[src/rtl/part5_pkg.sv]
// part5_pkg
// Shared constants and helpers for the decode-cloud return path.
//   DEFAULT_FANOUT : default number of request lines
//   rr_next_ptr    : round-robin pointer update after a grant, wrapping at fanout-1
package part5_pkg;

    localparam int DEFAULT_FANOUT = 64;

    // Search should resume just above the last grant. The last line wraps back to 0.
    function automatic int rr_next_ptr(input int grant, input int fanout);
        return (grant == fanout - 1) ? 0 : grant + 1;
    endfunction

endpackage

[src/rtl/rr_pri_enc.sv]
// rr_pri_enc
// Combinational round-robin priority encoder.
// It returns the lowest set request at an index >= ptr. If there is none, it
// falls back to the lowest set request overall.
//   req   : request vector, bit i requests index i
//   ptr   : search start index
//   grant : encoded winning index (0 when no request is set)
//   any   : at least one request bit set
//   multi : more than one request bit set
module rr_pri_enc
    import part5_pkg::*;
#(
    parameter int FANOUT  = DEFAULT_FANOUT,
    parameter int IO_SIZE = $clog2(FANOUT)
) (
    input  logic [FANOUT-1:0]  req,
    input  logic [IO_SIZE-1:0] ptr,
    output logic [IO_SIZE-1:0] grant,
    output logic               any,
    output logic               multi
);

    logic [FANOUT-1:0]  req_masked;
    logic [IO_SIZE-1:0] grant_masked;
    logic [IO_SIZE-1:0] grant_plain;
    logic               any_masked;

    always_comb begin
        req_masked = '0;
        for (int i = 0; i < FANOUT; i++) begin
            req_masked[i] = req[i] && (i >= int'(ptr));
        end
    end

    // Scanning from high to low leaves the lowest set bit as the final winner.
    always_comb begin
        grant_masked = '0;
        grant_plain  = '0;
        for (int i = FANOUT - 1; i >= 0; i--) begin
            if (req_masked[i]) grant_masked = IO_SIZE'(i);
            if (req[i])        grant_plain  = IO_SIZE'(i);
        end
    end

    assign any_masked = |req_masked;
    assign any        = |req;
    // Clearing the lowest set bit leaves something only if two or more bits were set.
    assign multi      = |(req & (req - FANOUT'(1)));
    assign grant      = any_masked ? grant_masked : grant_plain;

endmodule

[src/rtl/decode_encoder.sv]
// decode_encoder
// Compresses a FANOUT-wide request bus into a registered index. It uses
// round-robin priority and presents the result through a valid/ready handshake.
//   clk      : clock, all state on posedge
//   reset    : synchronous active-high reset
//   reqBus   : level-sensitive request lines
//   enable   : gates all requests (0 = no requests)
//   outIdx   : granted index
//   outValid : outIdx holds a grant
//   outReady : consumer accepts outIdx this cycle
//   multiHit : more than one request was set when outIdx was captured
module decode_encoder
    import part5_pkg::*;
#(
    parameter int FANOUT  = DEFAULT_FANOUT,
    parameter int IO_SIZE = $clog2(FANOUT)
) (
    input  logic               clk,
    input  logic               reset,
    input  logic [FANOUT-1:0]  reqBus,
    input  logic               enable,
    output logic [IO_SIZE-1:0] outIdx,
    output logic               outValid,
    input  logic               outReady,
    output logic               multiHit
);

    logic [FANOUT-1:0]  req;
    logic [IO_SIZE-1:0] ptr;
    logic [IO_SIZE-1:0] grant;
    logic               any;
    logic               multi;
    logic               load;

    assign req  = reqBus & {FANOUT{enable}};
    // The output register is free when it is empty or is being accepted this
    // cycle. This lets a handshake and the next capture share a clock.
    assign load = !outValid || outReady;

    rr_pri_enc #(
        .FANOUT  (FANOUT),
        .IO_SIZE (IO_SIZE)
    ) u_enc (
        .req   (req),
        .ptr   (ptr),
        .grant (grant),
        .any   (any),
        .multi (multi)
    );

    always_ff @(posedge clk) begin
        if (reset) begin
            outValid <= 1'b0;
            outIdx   <= '0;
            multiHit <= 1'b0;
            ptr      <= '0;
        end else if (load) begin
            if (any) begin
                outValid <= 1'b1;
                outIdx   <= grant;
                multiHit <= multi;
                ptr      <= IO_SIZE'(rr_next_ptr(int'(grant), FANOUT));
            end else begin
                // An idle load only empties the register. The pointer is not
                // moved, so the fairness order survives gaps in traffic.
                outValid <= 1'b0;
            end
        end
    end

endmodule

[config.mk]
export PLATFORM = sky130hd
export DESIGN_NAME = decode_encoder
export DESIGN_NICKNAME = d
export VERILOG_FILES = /design/src/rtl/part5_pkg.sv /design/src/rtl/rr_pri_enc.sv /design/src/rtl/decode_encoder.sv
export SDC_FILE = /design/constraint.sdc
export NUM_CORES = 1
export LEC_CHECK = 0
export ABC_AREA = 1
export CAP_MARGIN = 20
export CORE_AREA = 5 5 91 102
export DETAILED_ROUTE_END_ITERATION = 6
export DIE_AREA = 0 0 96 107
export GPL_ROUTABILITY_DRIVEN = 0
export PLACE_DENSITY_LB_ADDON = 0.12
export SLEW_MARGIN = 20
export SYNTH_ARGS = -nofsm -noshare
export SYNTH_HDL_FRONTEND = slang
export SYNTH_SLANG_ARGS = --single-unit
[constraint.sdc]
create_clock -name clk -period 6.2 [get_ports clk]
set_input_delay 0.93 -clock clk [delete_from_list [all_inputs] [get_ports clk]]
set_output_delay 0.93 -clock clk [all_outputs]
set_load 0.005 [all_outputs]
==> flow_metrics.py, run 1 <==
metrics = {
    "cts": {
        "htreeDepth": 1,
        "clockBufferDepth": 2,
        "cts.sinks": 14,
        "cts-resized-gates": 0,
        "cts_tree": "yes",
        "cts_buffers": 3,
        "cts_root_buf": "clkbuf_8",
        "cts_setup_buffers": 0,
        "postCtsHoldBufs": 0,
        "cts.clk_slew.worst_paths_ns": 0.06,
        "worstSkewPairLatency_ns": 0.25,
    },
    "timing": {
        "clock_skew_ns": 0.00147,
        "finalSetupViolCount": 0,
        "layout_setup_ws_ns": 0.588,
        "timing.fmax_mhz": 178,
        "min_period_ns": 5.61,
        "relSlewSlack": 0.595,
        "worst_slew_pin_slew_ns": 0.607,
        "min_period_over_period": 0.905,
        "slew_violations": 0,
        "hold_viol_final": 0,
    },
    "place": {
        "hpwl_um": 13700,
        "io_buffers": 75,
        "post-place-cells": 1129,
        "dp_slack_ns": 0.120,
        "dpl_cell_area_mm2": 0.00528,
    },
    "worst_setup_path": {
        "r2r_setup_slack_ns": 0.83,
        "r2r-start": "ptr[5]$_SDFFE_PP0P_",
        "critical_path_class": "input pin to flop",
        "crit_path_start_kind": "input pin",
        "ff2ff_path_depth": 72,
        "worst_setup_path_end_kind": "flop",
        "crit_fanout": 4,
        "cpPeakStageDelay_ns": 0.40,
        "worstPathRequired_ns": 6.32,
        "cp.arrival_ns": 5.73,
        "path_depth": 28,
        "crit_top_cell": "nor2_1",
        "slowest_stage": "clkdlybuf4s50_1",
        "r2r_end": "ptr[5]$_SDFFE_PP0P_",
        "cp_num_buf_inv": 4,
        "startpoint": "reqBus[15]",
        "cp_top_family": "simple AND/OR/NAND/NOR gates",
        "crit_end": "multiHit$_SDFFE_PP0P_",
    },
    "die": {
        "dieWidth_um": 96,
        "core_area_mm2": 0.00815,
        "die_y_um": 107,
        "dieArea_mm2": 0.0103,
        "pin_count": 76,
        "rows": 35,
        "start_util": 0.543,
    },
    "yosys": {
        "synthFlopType": "dfxtp_1",
        "synth_simple_gate_area_frac": 0.522,
        "synth_seq_cells": 14,
        "post_synth_num_cell_types": 45,
        "synth_xor_area_frac": 0.00198,
        "synth-edff-count": 0,
        "async_flop_share": 0,
        "syn_inst": 948,
        "synth_top_area_frac": 0.238,
        "synth_top_family_by_area": "simple AND/OR/NAND/NOR gates",
        "ys_seq_area_frac": 0.0633,
        "synth_area_leaders": "nand2_1, inv_1, nor2_1, dfxtp_1, o21ai_0",
        "synth_fa_ha_area_frac": 0.00283,
        "avgSynthCellArea_um2": 4.67,
        "synthMuxAreaShare": 0,
        "yosysTopAreaCell": "nand2_1",
        "synth_warnings": 0,
        "synth-compound-area-share": 0.214,
        "synth.cell_area_mm2": 0.00442,
        "synth_nets": 1017,
    },
    "layout": {
        "seqCellArea_um2": 280,
        "nets": 1092,
        "layout_common_cells": "nand2_1, inv_1, nor2_1",
        "area_growth_pct": 21.5,
        "utilization": 0.660,
        "fin_area_mm2": 0.00537,
        "num_antenna_cells": 0,
        "nFillCells": 895,
        "final_common_cell": "nand2_1",
        "drive_gt1_frac": 0.0411,
        "multi_input_area_mm2": 0.00330,
        "stdcell_count": 1133,
    },
    "route": {
        "routed_via_density": 5.62,
        "post-route-drc-count": 0,
        "dr.first_iter.drc_count": 596,
        "drt-total-wl_um": 16400,
        "vias": 6363,
        "drtPass1Iterations": 5,
        "post_drt_wl_per_cell_um": 14.5,
        "ant_nets": 0,
    },
    "power": {
        "p_leak_nw": 3.10,
        "power.total_mw": 0.796,
        "ir_drop_uv": 224,
        "power.density_mw_per_mm2": 148,
    },
    "job": {
        "cap_viol_max_count": 0,
    },
    "global_route": {
        "antenna_found_initial": 0,
        "grt_use_total": 0.316,
        "globalRoute.totalOverflow": 0,
        "grt_max_degree": 31,
        "grt_pass1_vias": 5733,
        "grt_pass1_wl_um": 26100,
    },
    "status": {
        "run_status": "complete, no violations",
    },
    "hold_path": {
        "min_path_type": "flop to flop",
    },
}
## tightest hold or removal path, delay by kind of cell (launching register included)
kind / cells / cell delay (ns)
buffers and inverters: 1 / 0.05
DFF: 1 / 0.34
AOI/OAI and AO/OA: 1 / 0.10
## per-layer routing
metal  wire length (um)  up-vias  GRT usage
li1                   -     3159          -
met1               6310     2754      0.376
met2               7600      362      0.538
met3               1500       88     0.0449
met4                965        0      0.168
met5                  0        -          0
## kinds of logic (layout without fill, tap and decap cells)
family	after synthesis	in the layout
compound gates	161	161
xor+xnor	1	1
fa+ha+maj	1	1
buf+inv	216	290
flops	14	14
simple gates	555	555
## per-stage QoR
stage	setup TNS (ns)	hold slack [ns]
final	0	0.510
after global routing	-0.126	0.553
after CTS	0	0.504
after detailed placement	0	0.486
after global placement	0	0.483
after floorplan	0	0.464
## sequential cells by signal (all words and copies together), names as in the netlist
signal	cells
outIdx	6
ptr	6
multiHit	1
outValid	1
## area by class of cell
class | instances | area share
clock buffer | 4 | 0.0102
timing repair buffer | 86 | 0.158
sequential | 14 | 0.0522
multi-input combinational | 718 | 0.614
tap | 111 | 0.0258
inverter | 200 | 0.140
## cells in the mapped netlist (3+ instances only)
| cell | instances |
|---|---|
| nor4_1 | 9 |
| o31ai_1 | 5 |
| a2111oi_0 | 3 |
| buf_2 | 6 |
| nand4_1 | 21 |
| buf_6 | 6 |
| nor2_1 | 158 |
| o21ai_0 | 54 |
| nand2_2 | 5 |
| inv_2 | 4 |
| a211oi_1 | 11 |
| dfxtp_1 | 14 |
| o21ai_1 | 7 |
| nor2_2 | 4 |
| a21oi_1 | 47 |
| nor3_1 | 26 |
| o2111ai_1 | 3 |
| nand2_1 | 281 |
| o211ai_1 | 10 |
| nand3_1 | 42 |
| a31oi_1 | 7 |
| inv_1 | 195 |
## worst min path at each step
stage / from / to / depth (start not counted)
final: outIdx[5]$_SDFFE_PP0P_ / outIdx[5]$_SDFFE_PP0P_ / 2
after global routing: outIdx[5]$_SDFFE_PP0P_ / outIdx[5]$_SDFFE_PP0P_ / 2
after CTS: ptr[0]$_SDFFE_PP0P_ / ptr[0]$_SDFFE_PP0P_ / 2
after detailed placement: outIdx[5]$_SDFFE_PP0P_ / outIdx[5]$_SDFFE_PP0P_ / 2
after global placement: outIdx[5]$_SDFFE_PP0P_ / outIdx[5]$_SDFFE_PP0P_ / 2
after floorplan: ptr[0]$_SDFFE_PP0P_ / ptr[0]$_SDFFE_PP0P_ / 2
## report_power, final
| group | total (mW) | switching, mW | internal [mW] |
|---|---|---|---|
| registers | 0.141 | 0.0325 | 0.108 |
| clock network | 0.0904 | 0.0340 | 0.0564 |
| logic | 0.565 | 0.366 | 0.199 |
| total | 0.796 | 0.432 | 0.363 |
(Power assumes the default switching activity.)
==> inputs of run 2 (changes only) <==
CORE_AREA = 5 5 114 126   (was 5 5 91 102)
DIE_AREA = 0 0 119 131   (was 0 0 96 107)
clock period = 6.08 ns   (was 6.2 ns; I/O delays follow)
==> run 2 against run 1 <==
Sequential cell count did not move. Register-to-register slack got worse by 0.07 ns. Clock power rose by 35%. Critical path depth rose by 38. Highest routed layer unchanged. Clock skew rose by 0.0028 ns. Hold slack got worse by 0.017 ns. Utilization fell by 23 points. Largest power group unchanged. Critical endpoint is now ptr[5]$_SDFFE_PP0P_. Die area rose by 52%.
==> flow_metrics.py, run 2 (synthesized netlist as in run 1, its figures left out) <==
metrics = {
    "timing": {
        "finalSetupViolCount": 0,
        "min_period_ns": 5.38,
        "clock_skew_ns": 0.00424,
        "slew_violations": 0,
        "whs_ns": 0.494,
        "relSlewSlack": 0.629,
        "hold_viol_final": 0,
        "layout_setup_ws_ns": 0.696,
        "timing.fmax_mhz": 186,
        "worst_slew_pin_slew_ns": 0.549,
        "min_period_over_period": 0.886,
    },
    "hold_path": {
        "hold_end": "outIdx[4]$_SDFFE_PP0P_",
        "min_path_type": "flop to flop",
        "hold_depth": 2,
        "hp-start": "outIdx[4]$_SDFFE_PP0P_",
    },
    "status": {
        "run_status": "complete, no violations",
    },
    "worst_setup_path": {
        "crit_path_start_kind": "input pin",
        "cp.arrival_ns": 5.55,
        "critical_path_class": "input pin to flop",
        "ff2ff_path_depth": 70,
        "crit_fanout": 31,
        "r2r-start": "ptr[4]$_SDFFE_PP0P_",
        "slowest_stage": "buf_2",
        "cpPeakStageDelay_ns": 0.21,
        "worst_setup_path_end_kind": "flop",
        "r2r_end": "ptr[5]$_SDFFE_PP0P_",
        "worstPathRequired_ns": 6.24,
        "crit_top_cell": "nand2_1",
        "r2r_setup_slack_ns": 0.76,
    },
    "global_route": {
        "antenna_found_initial": 0,
        "grt_max_degree": 32,
        "globalRoute.totalOverflow": 0,
        "grt_pass1_wl_um": 28100,
        "grt_pass1_vias": 5624,
        "grt_use_total": 0.220,
    },
    "layout": {
        "nets": 1100,
        "area_growth_pct": 25.6,
        "num_antenna_cells": 0,
        "largestRegisters": "outIdx (6), ptr (6)",
        "layout_common_cells": "nand2_1, inv_1, nor2_1",
        "nFillCells": 1549,
        "multi_input_area_mm2": 0.00332,
        "drive_gt1_frac": 0.0583,
        "final_common_cell": "nand2_1",
        "seqCellArea_um2": 282,
    },
    "cts": {
        "clockBufferDepth": 2,
        "cts_tree": "yes",
        "worstSkewPairLatency_ns": 0.24,
        "postCtsHoldBufs": 0,
        "htreeDepth": 1,
        "cts.clk_slew.worst_paths_ns": 0.05,
        "cts_root_buf": "clkbuf_16",
        "cts.sinks": 14,
        "cts_buffers": 3,
    },
    "power": {
        "ir_drop_uv": 205,
        "power.density_mw_per_mm2": 157,
        "p_leak_nw": 3.17,
    },
    "die": {
        "die_y_um": 131,
        "start_util": 0.341,
        "rows": 44,
        "core_area_mm2": 0.0130,
        "dieArea_mm2": 0.0156,
        "pin_count": 76,
        "dieWidth_um": 119,
    },
    "route": {
        "ant_nets": 0,
        "routed_via_density": 5.11,
        "post-route-drc-count": 0,
        "dr.first_iter.drc_count": 504,
        "post_drt_wl_per_cell_um": 14.8,
        "drtPass1Iterations": 5,
        "drt-total-wl_um": 17600,
        "vias": 6080,
    },
    "place": {
        "io_buffers": 75,
        "dp_slack_ns": 0.351,
        "hpwl_um": 14800,
    },
    "job": {
        "cap_viol_max_count": 0,
    },
}
-- run 2: cell types whose count changed in the layout (fill, tap and decap cells not counted), sizes merged --
cell	previous run	this run
clkdlybuf4s50	73	70
dlymetal6s2s	1	4
clkbuf	4	3
buf	12	20
-- run 2: power breakdown --
group / switching (mW) / internal [mW]
Sequential: 0.0340 / 0.110
Combinational: 0.384 / 0.220
Clock: 0.0356 / 0.0859
Total: 0.454 / 0.416
-- run 2: layout make-up --
cell class / count / share of cell area
clock buffer: 3 / 0.0135
inverter: 200 / 0.135
multi-input combinational: 718 / 0.598
sequential: 14 / 0.0507
tap: 161 / 0.0363
timing repair buffer: 94 / 0.166
-- run 2: timing repair --
action / in CTS / in global routing
buffers inserted: 0 / 5
endpoints found under the setup margin: 0 / 6
gates resized for setup: 0 / 27
hold endpoints to repair: 0 / 0
-- run 2: metrics by stage --
stage	TNS (ns)	util	area (um2)	total power [mW]	std cells
floorplan	0	-	4420	0.521	948
global placement	0	0.414	5390	0.706	1182
detailed placement	0	0.414	5390	0.705	1182
CTS	0	0.420	5460	0.831	1185
global route	-0.0646	0.428	5560	0.954	1190
finish	0	0.428	5560	0.870	1190
-- run 2: critical path: cells and delay by family --
family | cells | cell delay [ns]
simple gates | 58 | 3.33
buf+inv | 5 | 0.76
compound gates | 2 | 0.37
fa+ha+maj | 1 | 0.17
-- run 2: worst max path at each step --
stage,cells after the start,start,to
4_1_cts,72,reqBus[60],ptr[5]$_SDFFE_PP0P_
3_3_place_gp,29,reqBus[0],multiHit$_SDFFE_PP0P_
6_report,66,enable,ptr[5]$_SDFFE_PP0P_
2_1_floorplan,72,enable,ptr[4]$_SDFFE_PP0P_
5_1_grt,65,enable,ptr[5]$_SDFFE_PP0P_
3_5_place_dp,72,reqBus[62],ptr[5]$_SDFFE_PP0P_
-- run 2: routing by layer --
layer	GRT usage	vias to the layer above	routed length (um)	share of wire
met2	0.378	206	8000	0.46
li1	-	3177	-	-
met5	0	-	0	0
met3	0.0263	34	1120	0.064
met4	0.0525	0	491	0.028
met1	0.296	2663	7950	0.45
==> inputs of run 3 (changes only) <==
CAP_MARGIN = not set   (was 20)
CELL_PAD_IN_SITES_DETAIL_PLACEMENT = 1   (was not set)
CELL_PAD_IN_SITES_GLOBAL_PLACEMENT = 1   (was not set)
==> run 3 against run 2 <==
Critical path depth decreased by 36. Utilization is 2.0 points higher. Final area up 4.7%. Routed wire length rose by 20%. Sequential share of layout area shrank 0.25 points. Register-to-register slack better by 0.12 ns. Sequential power shrank 6%. Non-clock buffer count increased by 29. Clock power increased by 16%. Critical endpoint is now multiHit$_SDFFE_PP0P_. Largest power group unchanged.
==> flow_metrics.py, run 3 (synthesized netlist as in run 1, its figures left out) <==
metrics = {
    "global_route": {
        "antenna_found_initial": 0,
        "globalRoute.totalOverflow": 0,
        "grt_use_total": 0.259,
        "grt_pass1_wl_um": 32400,
        "grt_max_degree": 33,
        "grt_pass1_vias": 6325,
    },
    "place": {
        "hpwl_um": 17800,
        "post-place-cells": 1213,
        "dpl_cell_area_mm2": 0.00562,
        "io_buffers": 75,
    },
    "route": {
        "drtPass1Iterations": 5,
        "routed_via_density": 5.28,
        "post-route-drc-count": 0,
        "drt-total-wl_um": 21100,
        "post_drt_wl_per_cell_um": 17.3,
        "vias": 6436,
        "ant_nets": 0,
        "dr.first_iter.drc_count": 374,
    },
    "worst_setup_path": {
        "cp_top_family": "simple AND/OR/NAND/NOR gates",
        "cp_num_buf_inv": 7,
        "worst_setup_path_end_kind": "flop",
        "worstPathRequired_ns": 6.21,
        "cp.arrival_ns": 5.77,
        "crit_fanout": 15,
        "crit_path_start_kind": "input pin",
        "critical_path_class": "input pin to flop",
        "slowest_stage": "a41oi_1",
        "cpPeakStageDelay_ns": 0.30,
    },
    "timing": {
        "worst_slew_pin_slew_ns": 0.530,
        "whs_ns": 0.497,
        "min_period_over_period": 0.927,
        "setup_tns_ns": 0,
        "finalSetupViolCount": 0,
        "timing.fmax_mhz": 178,
        "hold_viol_final": 0,
        "min_period_ns": 5.63,
        "slew_violations": 0,
        "clock_skew_ns": 0.00300,
        "relSlewSlack": 0.643,
    },
    "die": {
        "pin_count": 76,
        "start_util": 0.341,
        "dieArea_mm2": 0.0156,
        "die_y_um": 131,
        "rows": 44,
        "dieWidth_um": 119,
        "core_area_mm2": 0.0130,
    },
    "layout": {
        "drive_gt1_frac": 0.0774,
        "final_common_cell": "nand2_1",
        "nFillCells": 1985,
        "fin_area_mm2": 0.00582,
        "num_antenna_cells": 0,
        "area_growth_pct": 31.5,
        "largestRegisters": "outIdx (6), ptr (6)",
        "nets": 1129,
        "stdcell_count": 1220,
        "layout_common_cells": "nand2_1, inv_1, nor2_1",
    },
    "hold_path": {
        "min_path_type": "flop to flop",
    },
    "cts": {
        "cts_buffers": 3,
        "cts_tree": "yes",
        "postCtsHoldBufs": 0,
        "worstSkewPairLatency_ns": 0.25,
        "cts_root_buf": "clkbuf_16",
        "cts.sinks": 14,
        "clockBufferDepth": 2,
        "htreeDepth": 1,
        "cts.clk_slew.worst_paths_ns": 0.05,
    },
    "power": {
        "power.density_mw_per_mm2": 157,
        "ir_drop_uv": 135,
        "p_leak_nw": 3.32,
    },
    "job": {
        "cap_viol_max_count": 0,
    },
    "status": {
        "run_status": "complete, no violations",
    },
}
[run 3: cell count changes in the layout (fill, tap and decap cells not counted), sizes merged]
| cell | before | now |
|---|---|---|
| dlymetal6s2s | 4 | 2 |
| buf | 20 | 47 |
| clkdlybuf4s50 | 70 | 72 |
| clkbuf | 3 | 6 |
[run 3: repair_timing]
action | 4_1_cts | 5_1_grt
buffers inserted | 0 | 2
setup endpoints to repair | 0 | 6
resized for setup | 0 | 18
[run 3: path summary, 6_finish.rpt]
| path | start | endpoint | slack [ns] | cells after the start |
|---|---|---|---|---|
| worst min register to register | outIdx[4]$_SDFFE_PP0P_ | outIdx[4]$_SDFFE_PP0P_ | 0.50 | 2 |
| worst max register to register | ptr[4]$_SDFFE_PP0P_ | ptr[5]$_SDFFE_PP0P_ | 0.88 | 70 |
| worst min-delay path | outIdx[4]$_SDFFE_PP0P_ | outIdx[4]$_SDFFE_PP0P_ | 0.50 | 2 |
| worst max-delay path | enable | multiHit$_SDFFE_PP0P_ | 0.45 | 30 |
[run 3: tightest hold or removal path, delay by kind of cell, from the launching register on]
kind	cells	cell delay [ns]
compound gates	1	0.09
flops	1	0.32
buf+inv	1	0.05
[run 3: metrics by stage]
| step | power, mW | util | worst slack (ns) |
|---|---|---|---|
| final | 0.915 | 0.448 | 0.446 |
| after global routing | 0.985 | 0.448 | -0.00864 |
| after CTS | 0.891 | 0.439 | 0.291 |
| after detailed placement | 0.743 | 0.432 | 0.0646 |
| after global placement | 0.735 | 0.432 | 0.144 |
| after floorplan | 0.521 | - | 1.26 |
[run 3: routing by layer]
| layer | vias up | part of all wire | routed length [um] | global-route usage |
|---|---|---|---|---|
| met5 | - | 0 | 0 | 0 |
| met4 | 0 | 0.034 | 716 | 0.0893 |
| met1 | 2993 | 0.43 | 8990 | 0.301 |
| met2 | 168 | 0.50 | 10500 | 0.486 |
| met3 | 46 | 0.044 | 933 | 0.0375 |
| li1 | 3229 | - | - | - |
[run 3: report_power, final]
part | switching [mW] | internal [mW] | total, mW | leakage, nW
Sequential | 0.0259 | 0.110 | 0.136 | 0.116
Combinational | 0.416 | 0.223 | 0.638 | 3.16
Clock | 0.0409 | 0.0999 | 0.141 | 0.0442
[run 3: layout make-up]
class / instances / area [um2] / share of cell area
multi-input cells: 718 / 3330 / 0.572
repair buffers: 123 / 1170 / 0.201
inverters: 200 / 751 / 0.129
flip-flops and latches: 14 / 280 / 0.0482
well taps: 161 / 201 / 0.0346
clock buffers: 4 / 88.8 / 0.0153
